==> config.mk <==
export PLATFORM = sky130hd
export DESIGN_NAME = lock_controller
export DESIGN_NICKNAME = d
export VERILOG_FILES = /design/src/rtl/lock_controller.sv
export SDC_FILE = /design/constraint.sdc
export NUM_CORES = 1
export LEC_CHECK = 0
export BUFFER_PORTS_ARGS = -buffer_cell sky130_fd_sc_hd__buf_4
export CORE_MARGIN = 2
export CORE_UTILIZATION = 56
export CTS_CLUSTER_SIZE = 12
export DETAILED_ROUTE_END_ITERATION = 8
export HOLD_SLACK_MARGIN = 0.06
export PLACE_DENSITY = 0.84
export SLEW_MARGIN = 20
export SYNTH_ARGS = -nofsm -noshare
export SYNTH_HDL_FRONTEND = slang
export SYNTH_SLANG_ARGS = --single-unit
==> constraint.sdc <==
create_clock -name clk -period 2.3 [get_ports clk]
set_clock_uncertainty 0.1 [all_clocks]
set_input_delay 0.46 -clock clk [delete_from_list [all_inputs] [get_ports clk]]
set_output_delay 0.46 -clock clk [all_outputs]
set_load 0.02 [all_outputs]
==> src/rtl/lock_controller.sv <==
// -----------------------------------------------------------------------------
// lock_controller
//   Password-lock core state machine. Collects 2-bit key digits (one per
//   key_valid pulse), packs each digit into a nibble, compares a full entry
//   against the stored password and drives unlock / fail / alarm / password-
//   change status for the display stage.
//
// Ports
//   clk         system clock, rising edge
//   rst         synchronous active-high reset
//   key_valid   1-cycle pulse, key_digit valid
//   key_digit   digit value 0..3
//   clear       1-cycle pulse, discard partial entry / abort password change
//   set_req     1-cycle pulse, request password change (honoured in OPEN only)
//   entry_data  digits entered so far, newest digit in the low nibble
//   entry_cnt   number of digits entered so far
//   unlocked    high in OPEN and SET
//   fail        1-cycle pulse on a wrong code
//   alarm       high in ALARM
//   set_done    1-cycle pulse when a new password has been stored
//   err_cnt     consecutive wrong entries
//   state       LOCKED=0 CHECK=1 OPEN=2 SET=3 ALARM=4
// -----------------------------------------------------------------------------
module lock_controller #(
  parameter int                  DIGITS     = 4,
  parameter logic [4*DIGITS-1:0] DEFAULT_PW = 16'h0123,
  parameter int                  MAX_ERR    = 3,
  parameter int                  UNLOCK_CYC = 1000,
  parameter int                  ALARM_CYC  = 5000
) (
  input  logic                  clk,
  input  logic                  rst,
  input  logic                  key_valid,
  input  logic [1:0]            key_digit,
  input  logic                  clear,
  input  logic                  set_req,
  output logic [4*DIGITS-1:0]   entry_data,
  output logic [2:0]            entry_cnt,
  output logic                  unlocked,
  output logic                  fail,
  output logic                  alarm,
  output logic                  set_done,
  output logic [1:0]            err_cnt,
  output logic [2:0]            state
);

  localparam int W      = 4 * DIGITS;
  localparam int T_MAX  = (UNLOCK_CYC > ALARM_CYC) ? UNLOCK_CYC : ALARM_CYC;
  localparam int TW_RAW = $clog2(T_MAX);
  localparam int TW     = (TW_RAW < 1) ? 1 : TW_RAW;

  localparam logic [TW-1:0] UNLOCK_LOAD = TW'(UNLOCK_CYC - 1);
  localparam logic [TW-1:0] ALARM_LOAD  = TW'(ALARM_CYC - 1);
  localparam logic [2:0]    LAST_DIGIT  = 3'(DIGITS - 1);
  localparam logic [2:0]    ERR_LIMIT   = 3'(MAX_ERR);

  typedef enum logic [2:0] {
    S_LOCKED = 3'd0,
    S_CHECK  = 3'd1,
    S_OPEN   = 3'd2,
    S_SET    = 3'd3,
    S_ALARM  = 3'd4
  } state_t;

  state_t        state_q, state_d;
  logic [W-1:0]  entry_q, entry_d;
  logic [2:0]    cnt_q, cnt_d;
  logic [1:0]    err_q, err_d;
  logic [W-1:0]  pw_q, pw_d;
  logic [TW-1:0] timer_q, timer_d;
  logic          fail_q, fail_d;
  logic          set_done_q, set_done_d;
  logic          unlocked_q, unlocked_d;
  logic          alarm_q, alarm_d;

  // Entry with the incoming digit appended as a zero-extended nibble.
  logic [W-1:0]  entry_shifted;
  logic [2:0]    err_plus1;

  assign entry_shifted = {entry_q[W-5:0], 2'b00, key_digit};
  assign err_plus1     = {1'b0, err_q} + 3'd1;

  always_comb begin
    state_d    = state_q;
    entry_d    = entry_q;
    cnt_d      = cnt_q;
    err_d      = err_q;
    pw_d       = pw_q;
    timer_d    = timer_q;
    fail_d     = 1'b0;
    set_done_d = 1'b0;

    case (state_q)
      S_LOCKED: begin
        // clear has priority over a digit arriving in the same cycle.
        if (clear) begin
          entry_d = '0;
          cnt_d   = '0;
        end else if (key_valid) begin
          entry_d = entry_shifted;
          cnt_d   = cnt_q + 3'd1;
          if (cnt_q == LAST_DIGIT) begin
            state_d = S_CHECK;
          end
        end
      end

      S_CHECK: begin
        entry_d = '0;
        cnt_d   = '0;
        if (entry_q == pw_q) begin
          err_d   = '0;
          timer_d = UNLOCK_LOAD;
          state_d = S_OPEN;
        end else if (err_plus1 < ERR_LIMIT) begin
          err_d   = err_plus1[1:0];
          fail_d  = 1'b1;
          state_d = S_LOCKED;
        end else begin
          // Final strike goes straight to ALARM without a fail pulse.
          err_d   = '0;
          timer_d = ALARM_LOAD;
          state_d = S_ALARM;
        end
      end

      S_OPEN: begin
        // set_req beats an expiring timer in the same cycle.
        if (set_req) begin
          timer_d = '0;
          entry_d = '0;
          cnt_d   = '0;
          state_d = S_SET;
        end else if (timer_q == '0) begin
          state_d = S_LOCKED;
        end else begin
          timer_d = timer_q - 1'b1;
        end
      end

      S_SET: begin
        if (clear) begin
          entry_d = '0;
          cnt_d   = '0;
          state_d = S_LOCKED;
        end else if (key_valid) begin
          if (cnt_q == LAST_DIGIT) begin
            pw_d       = entry_shifted;
            set_done_d = 1'b1;
            entry_d    = '0;
            cnt_d      = '0;
            state_d    = S_LOCKED;
          end else begin
            entry_d = entry_shifted;
            cnt_d   = cnt_q + 3'd1;
          end
        end
      end

      S_ALARM: begin
        if (timer_q == '0) begin
          state_d = S_LOCKED;
        end else begin
          timer_d = timer_q - 1'b1;
        end
      end

      default: begin
        entry_d = '0;
        cnt_d   = '0;
        timer_d = '0;
        state_d = S_LOCKED;
      end
    endcase

    // Status levels are registered from the next state so they line up
    // exactly with the state output.
    unlocked_d = (state_d == S_OPEN) || (state_d == S_SET);
    alarm_d    = (state_d == S_ALARM);
  end

  always_ff @(posedge clk) begin
    if (rst) begin
      state_q    <= S_LOCKED;
      entry_q    <= '0;
      cnt_q      <= '0;
      err_q      <= '0;
      pw_q       <= DEFAULT_PW;
      timer_q    <= '0;
      fail_q     <= 1'b0;
      set_done_q <= 1'b0;
      unlocked_q <= 1'b0;
      alarm_q    <= 1'b0;
    end else begin
      state_q    <= state_d;
      entry_q    <= entry_d;
      cnt_q      <= cnt_d;
      err_q      <= err_d;
      pw_q       <= pw_d;
      timer_q    <= timer_d;
      fail_q     <= fail_d;
      set_done_q <= set_done_d;
      unlocked_q <= unlocked_d;
      alarm_q    <= alarm_d;
    end
  end

  assign entry_data = entry_q;
  assign entry_cnt  = cnt_q;
  assign unlocked   = unlocked_q;
  assign fail       = fail_q;
  assign alarm      = alarm_q;
  assign set_done   = set_done_q;
  assign err_cnt    = err_q;
  assign state      = state_q;

endmodule

==> impl_metrics.toml, run 1 <==
[synth]
ys_types = 49
async_flop_share_pct = 0
ys_seq_area_share_pct = 36.9
synth_top_area_share_pct = 36.9
synthXorXnorAreaFrac_pct = 3.93
netlist_area_mm2 = 0.00223
synth_top_flop_cell = "dfxtp_1"
muxShareOfSynthArea_pct = 5.85
synth_area_per_cell_um2 = 8.34
ys_ff_latch = 41
synth_area_leader_cell = "dfxtp_1"
synthTopCellsByArea = "dfxtp_1 37%, mux2i_1 5.8%, a21oi_1 5.4%"
synthCells = 267
synth_compound_area_share_pct = 18.3
ys_warn_count = 0
synth-edff-count = 0
synth_top_family_by_area = "simple AND/OR/NAND/NOR gates"
synth_adder_area_share_pct = 2.81
synthSimpleGateAreaFrac_pct = 25.2

[critical_path]
crit_start = "timer_q[6]"
startpoint_type = "flop"
cp-end-kind = "flop"
critPathArrivalTime_ns = 2.33
crit_fanout = 6
crit_type = "flop to flop"
crit_required_ns = 2.41
reg2reg_from = "timer_q[6]"

[route]
via_per_inst = 5.93
route.detailed.drc = 0
drt_iter0_markers = 143
antenna_left = 0
post_drt_wl_per_cell_um = 15.4
drt-total-wl_mm = 5.28
vias = 2039
drt_pass1_iterations = 5

[flow_run]
cap_violations = 0

[min_path]
hp-start = "key_digit[1]"
hold_path.class = "input pin to flop"

[sta]
slew_viol_final = 0
worst_hold_slack_ns = 0.294
fin_ws_ns = 0.0803
fmax_ghz = 0.451
min_period_ns = 2.22
rsz0062_at_grt = "yes"
maxSlewHeadroom_pct = 60.0
worst_pin_slew_ns = 0.600
setup_viol = 0
hold_violations = 0
fin_crit_sh_pct = 96.5

[clocking]
cts_hold_buf = 0
h-tree-depth = 2
root_buffer = "clkbuf_8"
clock_sinks = 41
insertion_delay_ns = 0.30
clockBufferDepth = 2
cts_tree = "built"
clk_pin_slew_ns = 0.08
cts_made_buffers = 5

[place]
pre_cts_ws_ns = 0.0239
io_buffers = 26
gp_congestion = 0.880
dp_cells = 335
place_hpwl_mm = 3.73

[outcome]
status = "finished, final reports clean"

[cells_and_area]
n_fill_cell = 301
num-nets-final = 307
drive_above_1_share_pct = 20.9
area_growth_pct = 17.5
insertedDiodeCount = 0
final_cells = 344
layout_commonest_cell = "dfxtp_1"
mostFrequentLayoutCells = "41 x dfxtp_1, 38 x buf_4, 31 x nand2_1, 24 x a21oi_1, 16 x nor2_1"

[power_and_ir_drop]
p_leak_nw = 1.03
total_power_mw = 1.40
power_density_mw_per_mm2 = 536
vdd_drop_max_mv = 0.426

[floorplan]
fp.dieH_um = 67.0
core_area_mm2 = 0.00374
rows = 22
start_util_pct = 59.5
die_w_um = 67.0
io_pins = 35
design.die.area_mm2 = 0.00450

[grt]
grt_max_degree = 33
grt_pass1_wl_mm = 8.77
grt_pass1_vias = 1896
gr-usage-all-layers_pct = 25.8
antenna_found_initial = 0
overflow = 0
==> flip-flops by register name (all words and copies together), names as in the netlist <==
signal	cells
entry_cnt	3
unlocked	1
pw_q	8
state	3
entry_data	8
alarm	1
err_cnt	2
timer_q	13
set_done	1
fail	1
==> synthesized netlist by cell type (6+ instances only) <==
master,count
nand2_1,31
nand3_1,10
xor2_1,10
nor2_1,17
a21oi_1,24
mux2i_1,13
inv_1,8
nor3_1,9
nor4_1,6
dfxtp_1,41
clkbuf_1,13
a31oi_1,6
buf_4,8
==> layer usage <==
metal	track usage, %	up-vias	routed length, um
met5	0	-	0
met4	10.7	0	114
met3	5.41	15	287
met2	43.2	66	2660
met1	31.8	950	2220
li1	-	1008	-
==> worst max-delay path, cell delays in order (launching register included) <==
cell and delay, ns:
dfxtp_1 0.35, or4_4 0.59, or4_4 0.56, nor4_4 0.15, a311oi_1 0.08, o32ai_1 0.29
==> power by group <==
group          leakage, nW  switching [mW]  internal [mW]
logic                0.642          0.0558         0.0262
clock network       0.0543           0.276          0.325
registers            0.331         0.00550          0.713
==> metrics by stage <==
stage / setup TNS, ns / instance area, um^2 / util, %
global placement: 0 / 2470 / 66.1
CTS: 0 / 2590 / 69.2
floorplan: 0 / 2250 / -
detailed placement: 0 / 2470 / 66.1
finish: 0 / 2620 / 69.9
global route: -0.0428 / 2620 / 69.9
==> final timing paths <==
path | end | slack (ns) | cells after the start
hold / removal | pw_q[1] | 0.29 | 3
hold reg to reg | entry_cnt[1] | 0.38 | 2
setup / recovery | timer_q[12] | 0.08 | 5
setup reg to reg | timer_q[12] | 0.08 | 5
==> cells by family after synthesis <==
| logic type | after synthesis |
|---|---|
| xor+xnor | 10 |
| other cells | 1 |
| flops | 41 |
| mux | 13 |
| fa+ha+maj | 5 |
| buf+inv | 32 |
| simple gates | 104 |
| compound gates | 61 |
==> repair_timing <==
item,4_1_cts,5_1_grt
buffers inserted,0,1
resized for setup,0,5
setup endpoints to repair,0,3
==> area by class of cell <==
cell class	instances	area, um^2	area share (%)
Clock buffer	5	68.8	2.63
Clock inverter	3	46.3	1.77
Multi-Input combinational cell	201	1310	49.9
Timing Repair Buffer	38	285	10.9
Inverter	8	30.0	1.15
Tap cell	48	60.1	2.30
Sequential cell	41	821	31.4
Note: power is estimated with default switching activity, not from simulation.
==> inputs of run 2 (changes only) <==
--- a/config.mk
+++ b/config.mk
@@ -6,12 +6,11 @@
 export NUM_CORES = 1
 export LEC_CHECK = 0
 export BUFFER_PORTS_ARGS = -buffer_cell sky130_fd_sc_hd__buf_4
-export CORE_MARGIN = 2
-export CORE_UTILIZATION = 56
+export CORE_UTILIZATION = 51
 export CTS_CLUSTER_SIZE = 12
 export DETAILED_ROUTE_END_ITERATION = 8
 export HOLD_SLACK_MARGIN = 0.06
-export PLACE_DENSITY = 0.84
+export PLACE_DENSITY = 0.81
 export SLEW_MARGIN = 20
 export SYNTH_ARGS = -nofsm -noshare
 export SYNTH_HDL_FRONTEND = slang
==> constraint.sdc (replaced) <==
create_clock -name clk -period 1.9 [get_ports clk]
set_clock_uncertainty 0.1 [all_clocks]
set_input_delay 0.38 -clock clk [delete_from_list [all_inputs] [get_ports clk]]
set_output_delay 0.38 -clock clk [all_outputs]
set_load 0.02 [all_outputs]
==> run 2 against run 1 <==
Effect of this change: the flow now finishes with violations (negative setup slack); count of clock-buffer cells in the layout did not move; non-clock buffer count rose by 39; first-iteration DRC count rose by 15%; core utilization rose by 5.0 points; combinational power rose by 39%; final cell count rose by 12%; wire length rose by 22%; largest cell class unchanged.
==> impl_metrics.toml, run 2 (synthesized netlist as in run 1, its figures left out) <==
[outcome]
status = "finished with violations"
violations = "negative setup slack"

[route]
drt_iter0_markers = 164
met3WireLength_um = 248
wl_met2_mm = 3.33
top_layer = "met4"
drt-total-wl_mm = 6.44
route.detailed.drc = 0
drt_pass1_iterations = 4
vias = 2273
post_drt_wl_per_cell_um = 16.7
antenna_left = 0
via_per_inst = 5.90
wl_met1_mm = 2.71

[critical_path]
r2r_setup_slack_ns = -0.20
cp-end-kind = "flop"
reg2reg_from = "timer_q[4]"
critPathArrivalTime_ns = 2.21
crit_required_ns = 2.01
crit_type = "flop to flop"
crit_fanout = 3
reg2reg_to = "timer_q[12]"
rr_worst_depth = 5
startpoint_type = "flop"

[grt]
gr-usage-all-layers_pct = 28.6
grt_pass1_wl_mm = 9.85
antenna_found_initial = 0
grt_max_degree = 18
overflow = 0
grt_pass1_vias = 2123

[sta]
setup_viol = 8
fin_crit_sh_pct = 111
hold_violations = 0
slew_viol_final = 0
rsz0062_at_grt = "yes"
min_period_ns = 2.10
fin_ws_ns = -0.201
fmax_ghz = 0.476

[power_and_ir_drop]
p_leak_nw = 1.24
total_power_mw = 1.55
vdd_drop_max_mv = 0.412
power_density_mw_per_mm2 = 505

[flow_run]
cap_violations = 0

[min_path]
hp-start = "key_digit[1]"
hold_depth = 3
hold_path.class = "input pin to flop"
min_to = "pw_q[1]"

[cells_and_area]
seqCellArea_um2 = 833
mostFrequentLayoutCells = "75 x buf_4, 35 x dfxtp_1, 31 x nand2_1, 23 x a21oi_1, 17 x nor2_1"
layout_commonest_cell = "buf_4"
drive_above_1_share_pct = 37.6
insertedDiodeCount = 0
area_growth_pct = 37.5
n_fill_cell = 291
num-nets-final = 346
largest_reg_flops = 13
multiInputGateArea_mm2 = 0.00146
largest-register = "timer_q"

[place]
place_hpwl_mm = 4.17
io_buffers = 26
pre_cts_ws_ns = -0.167
gp_congestion = 0.849

[clocking]
cts_made_buffers = 5
clk_pin_slew_ns = 0.08
clockBufferDepth = 2
clock_sinks = 41
cts_tree = "built"
h-tree-depth = 2
root_buffer = "clkbuf_8"
insertion_delay_ns = 0.30

[floorplan]
fp.dieH_um = 68.1
core_area_mm2 = 0.00409
rows = 23
start_util_pct = 54.5
io_pins = 35
die_w_um = 68.1
design.die.area_mm2 = 0.00463
==> run 2: cell count changes in the layout (fill, tap and decap cells not counted), sizes merged <==
cell | previous run | this run
bufinv | 1 | 0
clkinv | 1 | 2
buf | 38 | 77
==> run 2: report_power, final <==
| part | internal, mW | total (mW) | switching [mW] | leakage (nW) |
|---|---|---|---|---|
| combinational | 0.0381 | 0.114 | 0.0757 | 0.865 |
| sequential | 0.861 | 0.865 | 0.00447 | 0.335 |
| clock | 0.254 | 0.567 | 0.314 | 0.0439 |
==> run 2: critical path: stages, from the launching register on <==
cell	delay, ns
dfxtp_2	0.33
or4_4	0.54
or4_4	0.56
nor4_4	0.16
a311oi_1	0.09
o32ai_1	0.23
==> run 2: cell type report <==
| type | count | area share [%] |
|---|---|---|
| Timing Repair Buffer | 77 | 19.1 |
| Clock inverter | 3 | 0.572 |
| Multi-Input combinational cell | 201 | 47.7 |
| Tap cell | 50 | 2.04 |
| Clock buffer | 5 | 2.25 |
| Inverter | 8 | 1.14 |
| Sequential cell | 41 | 27.2 |
==> run 2: per-stage QoR <==
step                instance area, um^2  setup TNS [ns]  hold slack, ns  util [%]  instances
CTS                                2920          -0.733           0.240      71.6        381
detailed placement                 2780          -0.687           0.366      68.0        370
finish                             3060          -0.701           0.237      74.9        385
floorplan                          2330          -0.468           0.357         -        274
global route                       3060           -1.62           0.246      74.9        385
global placement                   2780          -0.459           0.359      68.0        370
==> run 2: worst max path at each step <==
stage | from | to | slack (ns)
after floorplan | timer_q[0] | timer_q[12] | -0.13
after CTS | timer_q[0] | timer_q[12] | -0.12
final | timer_q[4] | timer_q[12] | -0.20
after detailed placement | timer_q[0] | timer_q[8] | -0.17
after global placement | timer_q[0] | timer_q[8] | -0.14
after global routing | timer_q[4] | timer_q[12] | -0.31
==> run 2: per-layer routing <==
metal  vias up  global-route usage [%]
met5         -                       0
met4         0                    13.8
met3        15                    4.67
met2        69                    47.7
met1      1105                    35.5
li1       1084                       -
==> run 2: repair_timing <==
| item | 4_1_cts | 5_1_grt |
|---|---|---|
| buffers inserted | 3 | 4 |
| resized for setup | 8 | 27 |
| endpoints found under the setup margin | 13 | 17 |
| hold buffers | 0 | 0 |
| pin swaps | 7 | 13 |
